<file path="src/rtl/control_logic_if.sv">
// Handshake bundle between the ID/OF/EX/WB pipeline and the hazard controller.
// The master drives stage status and ID masks; the slave returns hold requests and scoreboard state.
interface control_logic_if #(
  parameter int NREGS = 16,
  parameter int CNT_W = 32
);
  logic             id_valid;
  logic [NREGS-1:0] id_request;
  logic [NREGS-1:0] id_provide;
  logic             of_busy;
  logic             ex_busy;
  logic             wb_busy;
  logic             nop_id;
  logic             nop_of;
  logic             nop_ex;
  logic             nop_wb;
  logic [NREGS-1:0] busy_regs;
  logic [CNT_W-1:0] stall_count;

  modport master (
    output id_valid, id_request, id_provide, of_busy, ex_busy, wb_busy,
    input  nop_id, nop_of, nop_ex, nop_wb, busy_regs, stall_count
  );

  modport slave (
    input  id_valid, id_request, id_provide, of_busy, ex_busy, wb_busy,
    output nop_id, nop_of, nop_ex, nop_wb, busy_regs, stall_count
  );
endinterface

</file>
<file path="src/rtl/control_logic.sv">
// Register-scoreboard hazard controller: shadows the write masks in OF/EX/WB,
// stalls ID on read-after-write conflicts (no forwarding) and counts ID stall cycles.
module control_logic #(
  parameter int NREGS = 16,
  parameter int CNT_W = 32
) (
  input  logic            clk,
  input  logic            reset,
  control_logic_if.slave  bus
);

  logic [NREGS-1:0] of_mask_reg, of_mask_next;
  logic [NREGS-1:0] ex_mask_reg, ex_mask_next;
  logic [NREGS-1:0] wb_mask_reg, wb_mask_next;
  logic [CNT_W-1:0] stall_count_reg, stall_count_next;
  logic [NREGS-1:0] busy_bits;
  logic [NREGS-1:0] hit_bits;
  logic             nop_id;
  logic             of_adv, ex_adv, wb_adv;

  // Per-register scoreboard: a register is busy while any stage still carries its write.
  genvar gi;
  generate
    for (gi = 0; gi < NREGS; gi++) begin : g_reg
      assign busy_bits[gi] = of_mask_reg[gi] | ex_mask_reg[gi] | wb_mask_reg[gi];
      assign hit_bits[gi]  = bus.id_request[gi] & busy_bits[gi];
    end
  endgenerate

  assign nop_id = bus.id_valid & (|hit_bits);

  // A stage moves only when it and everything downstream of it can complete.
  assign wb_adv = ~bus.wb_busy;
  assign ex_adv = ~bus.ex_busy & wb_adv;
  assign of_adv = ~bus.of_busy & ex_adv;

  always_comb begin
    of_mask_next     = of_mask_reg;
    ex_mask_next     = ex_mask_reg;
    wb_mask_next     = wb_mask_reg;
    stall_count_next = stall_count_reg;

    if (of_adv) begin
      of_mask_next = (bus.id_valid && !nop_id) ? bus.id_provide : '0;
    end
    if (ex_adv) begin
      ex_mask_next = bus.of_busy ? '0 : of_mask_reg;
    end
    if (wb_adv) begin
      wb_mask_next = bus.ex_busy ? '0 : ex_mask_reg;
    end
    // Saturate rather than wrap so long-running statistics never read low.
    if (nop_id && (stall_count_reg != '1)) begin
      stall_count_next = stall_count_reg + CNT_W'(1);
    end
  end

  always_ff @(posedge clk) begin
    if (!reset) begin
      of_mask_reg     <= '0;
      ex_mask_reg     <= '0;
      wb_mask_reg     <= '0;
      stall_count_reg <= '0;
    end else begin
      of_mask_reg     <= of_mask_next;
      ex_mask_reg     <= ex_mask_next;
      wb_mask_reg     <= wb_mask_next;
      stall_count_reg <= stall_count_next;
    end
  end

  assign bus.nop_id      = nop_id;
  assign bus.nop_of      = bus.of_busy;
  assign bus.nop_ex      = bus.ex_busy;
  assign bus.nop_wb      = bus.wb_busy;
  assign bus.busy_regs   = busy_bits;
  assign bus.stall_count = stall_count_reg;

endmodule

</file>
<file path="src/flat_wrapper.sv">
// flat-port wrapper written by rule: the top's interface ports become plain ports
module control_logic_flat 
#(
  parameter int NREGS = 16,
  parameter int CNT_W = 32
)
  (clk, reset, bus_id_valid, bus_id_request, bus_id_provide, bus_of_busy, bus_ex_busy, bus_wb_busy, bus_nop_id, bus_nop_of, bus_nop_ex, bus_nop_wb, bus_busy_regs, bus_stall_count);
  control_logic_if #(.NREGS(NREGS), .CNT_W(CNT_W)) bus_i ();
  input  logic clk;
  input  logic reset;
  input wire logic [$bits(bus_i.id_valid)-1:0] bus_id_valid;
  input wire logic [$bits(bus_i.id_request)-1:0] bus_id_request;
  input wire logic [$bits(bus_i.id_provide)-1:0] bus_id_provide;
  input wire logic [$bits(bus_i.of_busy)-1:0] bus_of_busy;
  input wire logic [$bits(bus_i.ex_busy)-1:0] bus_ex_busy;
  input wire logic [$bits(bus_i.wb_busy)-1:0] bus_wb_busy;
  output wire logic [$bits(bus_i.nop_id)-1:0] bus_nop_id;
  output wire logic [$bits(bus_i.nop_of)-1:0] bus_nop_of;
  output wire logic [$bits(bus_i.nop_ex)-1:0] bus_nop_ex;
  output wire logic [$bits(bus_i.nop_wb)-1:0] bus_nop_wb;
  output wire logic [$bits(bus_i.busy_regs)-1:0] bus_busy_regs;
  output wire logic [$bits(bus_i.stall_count)-1:0] bus_stall_count;
  assign bus_i.id_valid = bus_id_valid;
  assign bus_i.id_request = bus_id_request;
  assign bus_i.id_provide = bus_id_provide;
  assign bus_i.of_busy = bus_of_busy;
  assign bus_i.ex_busy = bus_ex_busy;
  assign bus_i.wb_busy = bus_wb_busy;
  assign bus_nop_id = bus_i.nop_id;
  assign bus_nop_of = bus_i.nop_of;
  assign bus_nop_ex = bus_i.nop_ex;
  assign bus_nop_wb = bus_i.nop_wb;
  assign bus_busy_regs = bus_i.busy_regs;
  assign bus_stall_count = bus_i.stall_count;
  control_logic #(.NREGS(NREGS), .CNT_W(CNT_W)) u_core (.clk(clk), .reset(reset), .bus(bus_i));
endmodule
</file>
<file path="config.mk">
export PLATFORM = sky130hd
export DESIGN_NAME = control_logic_flat
export DESIGN_NICKNAME = d
export VERILOG_FILES = /design/src/rtl/control_logic_if.sv /design/src/rtl/control_logic.sv /design/src/flat_wrapper.sv
export SDC_FILE = /design/constraint.sdc
export NUM_CORES = 1
export LEC_CHECK = 0
export BUFFER_PORTS_ARGS = -buffer_cell sky130_fd_sc_hd__buf_2
export CAP_MARGIN = 40
export CORE_ASPECT_RATIO = 0.9
export CORE_MARGIN = 4
export CORE_UTILIZATION = 30
export CTS_CLUSTER_SIZE = 14
export DETAILED_ROUTE_END_ITERATION = 8
export PLACE_DENSITY = 0.53
export SETUP_SLACK_MARGIN = 0.05
export SYNTH_ARGS = -nofsm -noshare
export SYNTH_HDL_FRONTEND = slang
export SYNTH_SLANG_ARGS = --single-unit
</file>
<file path="constraint.sdc">
create_clock -name clk -period 6.08 [get_ports clk]
set_clock_uncertainty 0.15 [all_clocks]
set_input_delay 0.912 -clock clk [delete_from_list [all_inputs] [get_ports clk]]
set_output_delay 0.912 -clock clk [all_outputs]
set_load 0.005 [all_outputs]
</file>
Word level (Yosys, flattened, before mapping)

Index checks and enable logic that the tools add are counted.

Register bits after elaboration: 80
Output and inout port bits: 52
Logic and storage cells: 67

Add/subtract/negate cells: 1
Equality and inequality tests: 1
Multiplexer cells: 3
Bitwise gates (word level): 54
Reductions and logical operators: 4

Operator list:

| cell                                          | count |
|---|---|
| two-way mux 16 bit                            | 3 |
| adder 32 x 1 -> 32 bit, second input constant | 1 |
| != test 32 bit, second input constant         | 1 |
| OR 1 bit                                      | 32 |
| bitwise AND 1 bit                             | 19 |
| OR reduction 16 bit                           | 1 |
| NOT 1 bit                                     | 3 |
| logical AND 1 bit                             | 2 |
| logical NOT 1 bit                             | 1 |

Logic depth before layout (Yosys ltp)

Word-level depth: 8
Gate-level depth with buffers: 8
Mapped depth without buffers: 6

Least setup slack after synthesis

No wires, ideal clock.

Path type: input to output
Start: in bus_id_request[0]
End: out bus_nop_id
Data arrival time: 2.234 ns
Data required time: 5.018 ns
Setup slack: 2.784 ns
Stages on the path: 6
Cells stage by stage: o31ai_1 -> nand4_1 -> nor4_1 -> clkbuf_1 -> clkbuf_1 -> nor2_1

Word-level cells in the longest chain between the ends: 3

Ends and longest elaborated chain:

| what                | line                | source |
|---|---|---|
| from (decl)         | flat_wrapper.sv:12  | `input wire logic [$bits(bus_i.id_request)-1:0] bus_id_request;` |
| bitwise AND 1 bit   | control_logic.sv:26 | `assign hit_bits[gi] = bus.id_request[gi] & busy_bits[gi];` |
| OR reduction 16 bit | control_logic.sv:30 | `assign nop_id = bus.id_valid & (\|hit_bits);` |
| bitwise AND 1 bit   | control_logic.sv:30 |  |
| to (decl)           | flat_wrapper.sv:17  | `output wire logic [$bits(bus_i.nop_id)-1:0] bus_nop_id;` |

No other way between the ends.

Worst setup path after layout

Start: reg u_core.of_mask_reg[10]
End: out bus_nop_id

Word-level cells in the longest chain between the ends: 5

Ends and longest elaborated chain:

| what                   | line                | source |
|---|---|---|
| from (decl)            | control_logic.sv:12 | `logic [NREGS-1:0] of_mask_reg, of_mask_next;` |
| from (signal assigned) | control_logic.sv:65 | `of_mask_reg <= of_mask_next;` |
| OR 1 bit (2 in a row)  | control_logic.sv:25 | `assign busy_bits[gi] = of_mask_reg[gi] \| ex_mask_reg[gi] \| wb_mask_reg[gi];` |
| bitwise AND 1 bit      | control_logic.sv:26 |  |
| OR reduction 16 bit    | control_logic.sv:30 |  |
| bitwise AND 1 bit      | control_logic.sv:30 |  |

No other way between the ends.

==> flow_results.xml <==
<?xml version="1.0" encoding="UTF-8"?>
<metrics>
  <group name="status">
    <metric name="run_status" unit="">complete, no violations</metric>
  </group>
  <group name="clock_tree">
    <metric name="clock_sinks" unit="">80</metric>
    <metric name="tritoncts.num_buffers" unit="">9</metric>
    <metric name="clkLatencyLatePin" unit="ns">0.34</metric>
    <metric name="cts.repair_timing.setup_buffer_count" unit="">0</metric>
    <metric name="post_cts_hold_buffer_count" unit="">0</metric>
    <metric name="clock_tree_from_tritoncts" unit="">done</metric>
    <metric name="h_tree_levels" unit="">3</metric>
    <metric name="cts_buffer_depth" unit="">2</metric>
    <metric name="cts_root_buf" unit="">sky130_fd_sc_hd__clkbuf_16</metric>
    <metric name="post_cts_resize_count" unit="">0</metric>
    <metric name="cts.reportedPaths.clkPinSlew" unit="ns">0.06</metric>
  </group>
  <group name="synth">
    <metric name="synth_edf_count" unit="">0</metric>
    <metric name="synth.cell_area" unit="sq um">3911</metric>
    <metric name="post-synth-top-area-fraction" unit="%">40.95</metric>
    <metric name="syn_nets" unit="">521</metric>
    <metric name="syn-mean-instance-area" unit="sq um">8.115</metric>
    <metric name="synthDistinctLibCells" unit="">36</metric>
    <metric name="dominantRegCellSynth" unit="">sky130_fd_sc_hd__dfxtp_1</metric>
    <metric name="seq_area_frac_synth" unit="%">40.95</metric>
    <metric name="synth_area_leaders" unit="">sky130_fd_sc_hd__dfxtp_1 (41%), sky130_fd_sc_hd__a21oi_1 (8.3%), sky130_fd_sc_hd__nand2_1 (6.0%), sky130_fd_sc_hd__o31ai_1 (5.8%), sky130_fd_sc_hd__nand4_1 (5.4%)</metric>
    <metric name="syn_inst" unit="">482</metric>
    <metric name="ys_ff_latch" unit="">80</metric>
    <metric name="synth_top_cell_by_area" unit="">sky130_fd_sc_hd__dfxtp_1</metric>
    <metric name="asyncSetResetFlopFracSynth" unit="%">0</metric>
    <metric name="synthesis.yosys.warnings" unit="">0</metric>
  </group>
  <group name="floorplan">
    <metric name="die_area" unit="sq um">14930</metric>
    <metric name="std_cell_core_area" unit="sq um">12740</metric>
    <metric name="dieWidth" unit="um">128.4</metric>
    <metric name="initial_utilization" unit="%">30.71</metric>
    <metric name="floorplan.io_pins" unit="">90</metric>
    <metric name="die_h" unit="um">116.3</metric>
    <metric name="core.rowCount" unit="">39</metric>
  </group>
  <group name="power_and_ir_drop">
    <metric name="power_switching_share" unit="%">23.81</metric>
    <metric name="intPower" unit="W">0.0009258</metric>
    <metric name="vdd_ir_drop_max" unit="V">0.0001194</metric>
    <metric name="seq_power_share" unit="%">43.8</metric>
    <metric name="share_clk_of_total_power" unit="%">49.0</metric>
    <metric name="p_leak" unit="nW">1.801</metric>
    <metric name="power.density" unit="nW/um^2">254.5</metric>
    <metric name="comb_power_share" unit="%">7.2</metric>
    <metric name="total_switching_power" unit="W">0.0002893</metric>
  </group>
  <group name="sta">
    <metric name="report.final.setup_viol" unit="">0</metric>
    <metric name="finalHoldViolCount" unit="">0</metric>
    <metric name="finalCritPeriodShare" unit="%">49.83</metric>
    <metric name="tns" unit="ns">0</metric>
    <metric name="worst_slack" unit="ns">3.051</metric>
    <metric name="drv_slew" unit="">0</metric>
    <metric name="hold_ws" unit="ns">0.3267</metric>
    <metric name="slew-limit-headroom" unit="%">39.31</metric>
    <metric name="tightest_slew" unit="ns">0.9020</metric>
    <metric name="clock.fmax" unit="GHz">0.3301</metric>
    <metric name="grt_setup_unrepaired" unit="">false</metric>
    <metric name="period_minus_slack" unit="ns">3.030</metric>
  </group>
  <group name="global_routing">
    <metric name="grt_antenna_before_repair" unit="">0</metric>
    <metric name="grt_first_pass_wirelength" unit="um">18890</metric>
    <metric name="globalRoute.totalOverflow" unit="">0</metric>
    <metric name="grt_pass1_vias" unit="">3471</metric>
    <metric name="global_route.usage.total" unit="%">15.97</metric>
    <metric name="grt_max_degree" unit="">68</metric>
  </group>
  <group name="drt">
    <metric name="detail_route.wirelength" unit="um">11780</metric>
    <metric name="routed-via-count" unit="">3868</metric>
    <metric name="detail_route.vias_per_cell" unit="">5.402</metric>
    <metric name="dr.pass1.iters" unit="">5</metric>
    <metric name="final_antenna_net_count" unit="">0</metric>
    <metric name="initialDrtViolationCount" unit="">304</metric>
    <metric name="wl_per_cell" unit="um">16.45</metric>
    <metric name="drcViolationCount" unit="">0</metric>
  </group>
  <group name="hold_path">
    <metric name="min_from" unit="">u_core.ex_mask_reg[14]$_SDFFE_PN0P_</metric>
    <metric name="worst_hold_path_type" unit="">flop to flop</metric>
    <metric name="hold_path_depth" unit="">2</metric>
    <metric name="min_to" unit="">u_core.ex_mask_reg[14]$_SDFFE_PN0P_</metric>
  </group>
  <group name="layout">
    <metric name="share_of_layout_cells_above_drive_strength_1" unit="%">21.38</metric>
    <metric name="areaGrowthSynthToFinish" unit="%">22.07</metric>
    <metric name="insertedDiodeCount" unit="">0</metric>
    <metric name="final_common_cell" unit="">sky130_fd_sc_hd__buf_2</metric>
    <metric name="nFillCells" unit="">1317</metric>
    <metric name="finish.utilization" unit="%">37.49</metric>
    <metric name="layout.cell_area.non_filler" unit="sq um">4775</metric>
    <metric name="most-common-layout-cells" unit="">sky130_fd_sc_hd__buf_2 (90), sky130_fd_sc_hd__dfxtp_1 (80), sky130_fd_sc_hd__a21oi_1 (65)</metric>
    <metric name="flip_flop_count_of_the_largest_register_all_copies_and_words_added" unit="">32</metric>
    <metric name="nNetsFinal" unit="">586</metric>
  </group>
  <group name="place">
    <metric name="postPlaceCellArea" unit="sq um">4452</metric>
    <metric name="dp_slack" unit="ns">2.986</metric>
    <metric name="finalWeightedCongestion" unit="">0.7848</metric>
    <metric name="port-buffer-count" unit="">89</metric>
    <metric name="place.detailed.hpwl" unit="um">8180</metric>
  </group>
  <group name="setup_path">
    <metric name="timing.rr.start" unit="">u_core.bus.stall_count[0]$_SDFFE_PN0P_</metric>
    <metric name="timing.critical_path.arrival" unit="ns">1.97</metric>
    <metric name="depth_of_the_most_critical_reg_to_reg_path" unit="">7</metric>
    <metric name="r2r_slack" unit="ns">3.14</metric>
    <metric name="regToRegEndpoint" unit="">u_core.bus.stall_count[1]$_SDFFE_PN0P_</metric>
    <metric name="endpoint_kind" unit="">output pin</metric>
    <metric name="timing.critical_path.from_type" unit="">flop</metric>
    <metric name="path_class" unit="">flop to output pin</metric>
    <metric name="timing.critical_path.fanout_max" unit="">4</metric>
    <metric name="timing.critical_path.required" unit="ns">5.02</metric>
  </group>
  <group name="run">
    <metric name="max_cap_viol_count" unit="">0</metric>
  </group>
</metrics>
-- area by class of cell --
cell class              count  area, sq um  share of cell area, %
clock buffers              12        246.5                  5.162
multi-input cells         358         2142                  44.86
well taps                 164        205.2                  4.298
repair buffers             95        491.7                  10.30
flip-flops and latches     80         1602                  33.54
inverters                   3        11.26                 0.2358
clock inverters             4        76.32                  1.599
-- per-stage QoR --
| stage | total power [W] | instances |
|---|---|---|
| 2_1_floorplan | 0.0005978 | 482 |
| 5_1_grt | 0.001263 | 716 |
| 3_3_place_gp | 0.0006289 | 697 |
| 4_1_cts | 0.001229 | 716 |
| 3_5_place_dp | 0.0006321 | 700 |
| 6_report | 0.001215 | 716 |
-- power by group through the flow --
stage          Sequential, W  Clock [W]  Combinational [W]
6_report            0.000532   0.000595          0.0000879
5_1_grt             0.000532   0.000634          0.0000973
4_1_cts             0.000532   0.000609          0.0000882
3_5_place_dp        0.000544          0          0.0000881
3_3_place_gp        0.000544          0          0.0000851
2_1_floorplan       0.000542          0          0.0000555
-- cell usage after synthesis, drive strengths merged (11+ instances only) --
| cell type | n |
|---|---|
| o31ai | 30 |
| nor3b | 16 |
| a21oi | 65 |
| mux2i | 12 |
| clkbuf | 34 |
| nand2 | 63 |
| or4 | 16 |
| or3 | 21 |
| dfxtp | 80 |
| nand2b | 11 |
| nor2 | 23 |
| nand4 | 35 |
| nand3b | 17 |
| nor4 | 13 |
-- critical path: stages, from the launching register on --
cell and delay, ns:
sky130_fd_sc_hd__dfxtp_1 0.35, sky130_fd_sc_hd__o31ai_1 0.47, sky130_fd_sc_hd__nand4_1 0.20, sky130_fd_sc_hd__nor4_2 0.40, sky130_fd_sc_hd__nor2_1 0.07, sky130_fd_sc_hd__buf_2 0.14
-- worst max path at each step --
stage,startpoint,to,slack [ns],cells after the start
floorplan,bus_id_request[0],bus_nop_id,2.78,6
global placement,bus_wb_busy,u_core.of_mask_reg[11]$_SDFFE_PN0P_,2.97,5
detailed placement,bus_id_valid,u_core.bus.stall_count[26]$_SDFFE_PN0P_,2.99,5
CTS,u_core.of_mask_reg[8]$_SDFFE_PN0P_,bus_nop_id,2.96,5
global route,u_core.of_mask_reg[10]$_SDFFE_PN0P_,bus_nop_id,2.86,5
finish,u_core.of_mask_reg[10]$_SDFFE_PN0P_,bus_nop_id,3.05,5
-- routing by layer --
| layer | routed length [um] | share of wire [%] | track usage, % |
|---|---|---|---|
| met5 | 0 | 0 | 0 |
| met4 | 179 | 1.5 | 6.436 |
| met3 | 578 | 4.9 | 3.109 |
| met2 | 5434 | 46 | 24.02 |
| met1 | 5587 | 47 | 22.48 |
-- cells by family after synthesis --
group           share of synthesized area, %
compound gates                         15.93
simple gates                           35.16
mux                                    3.071
buf+inv                                4.574
flops                                  40.95
fa+ha+maj                             0.3198
(Power assumes the default switching activity.)
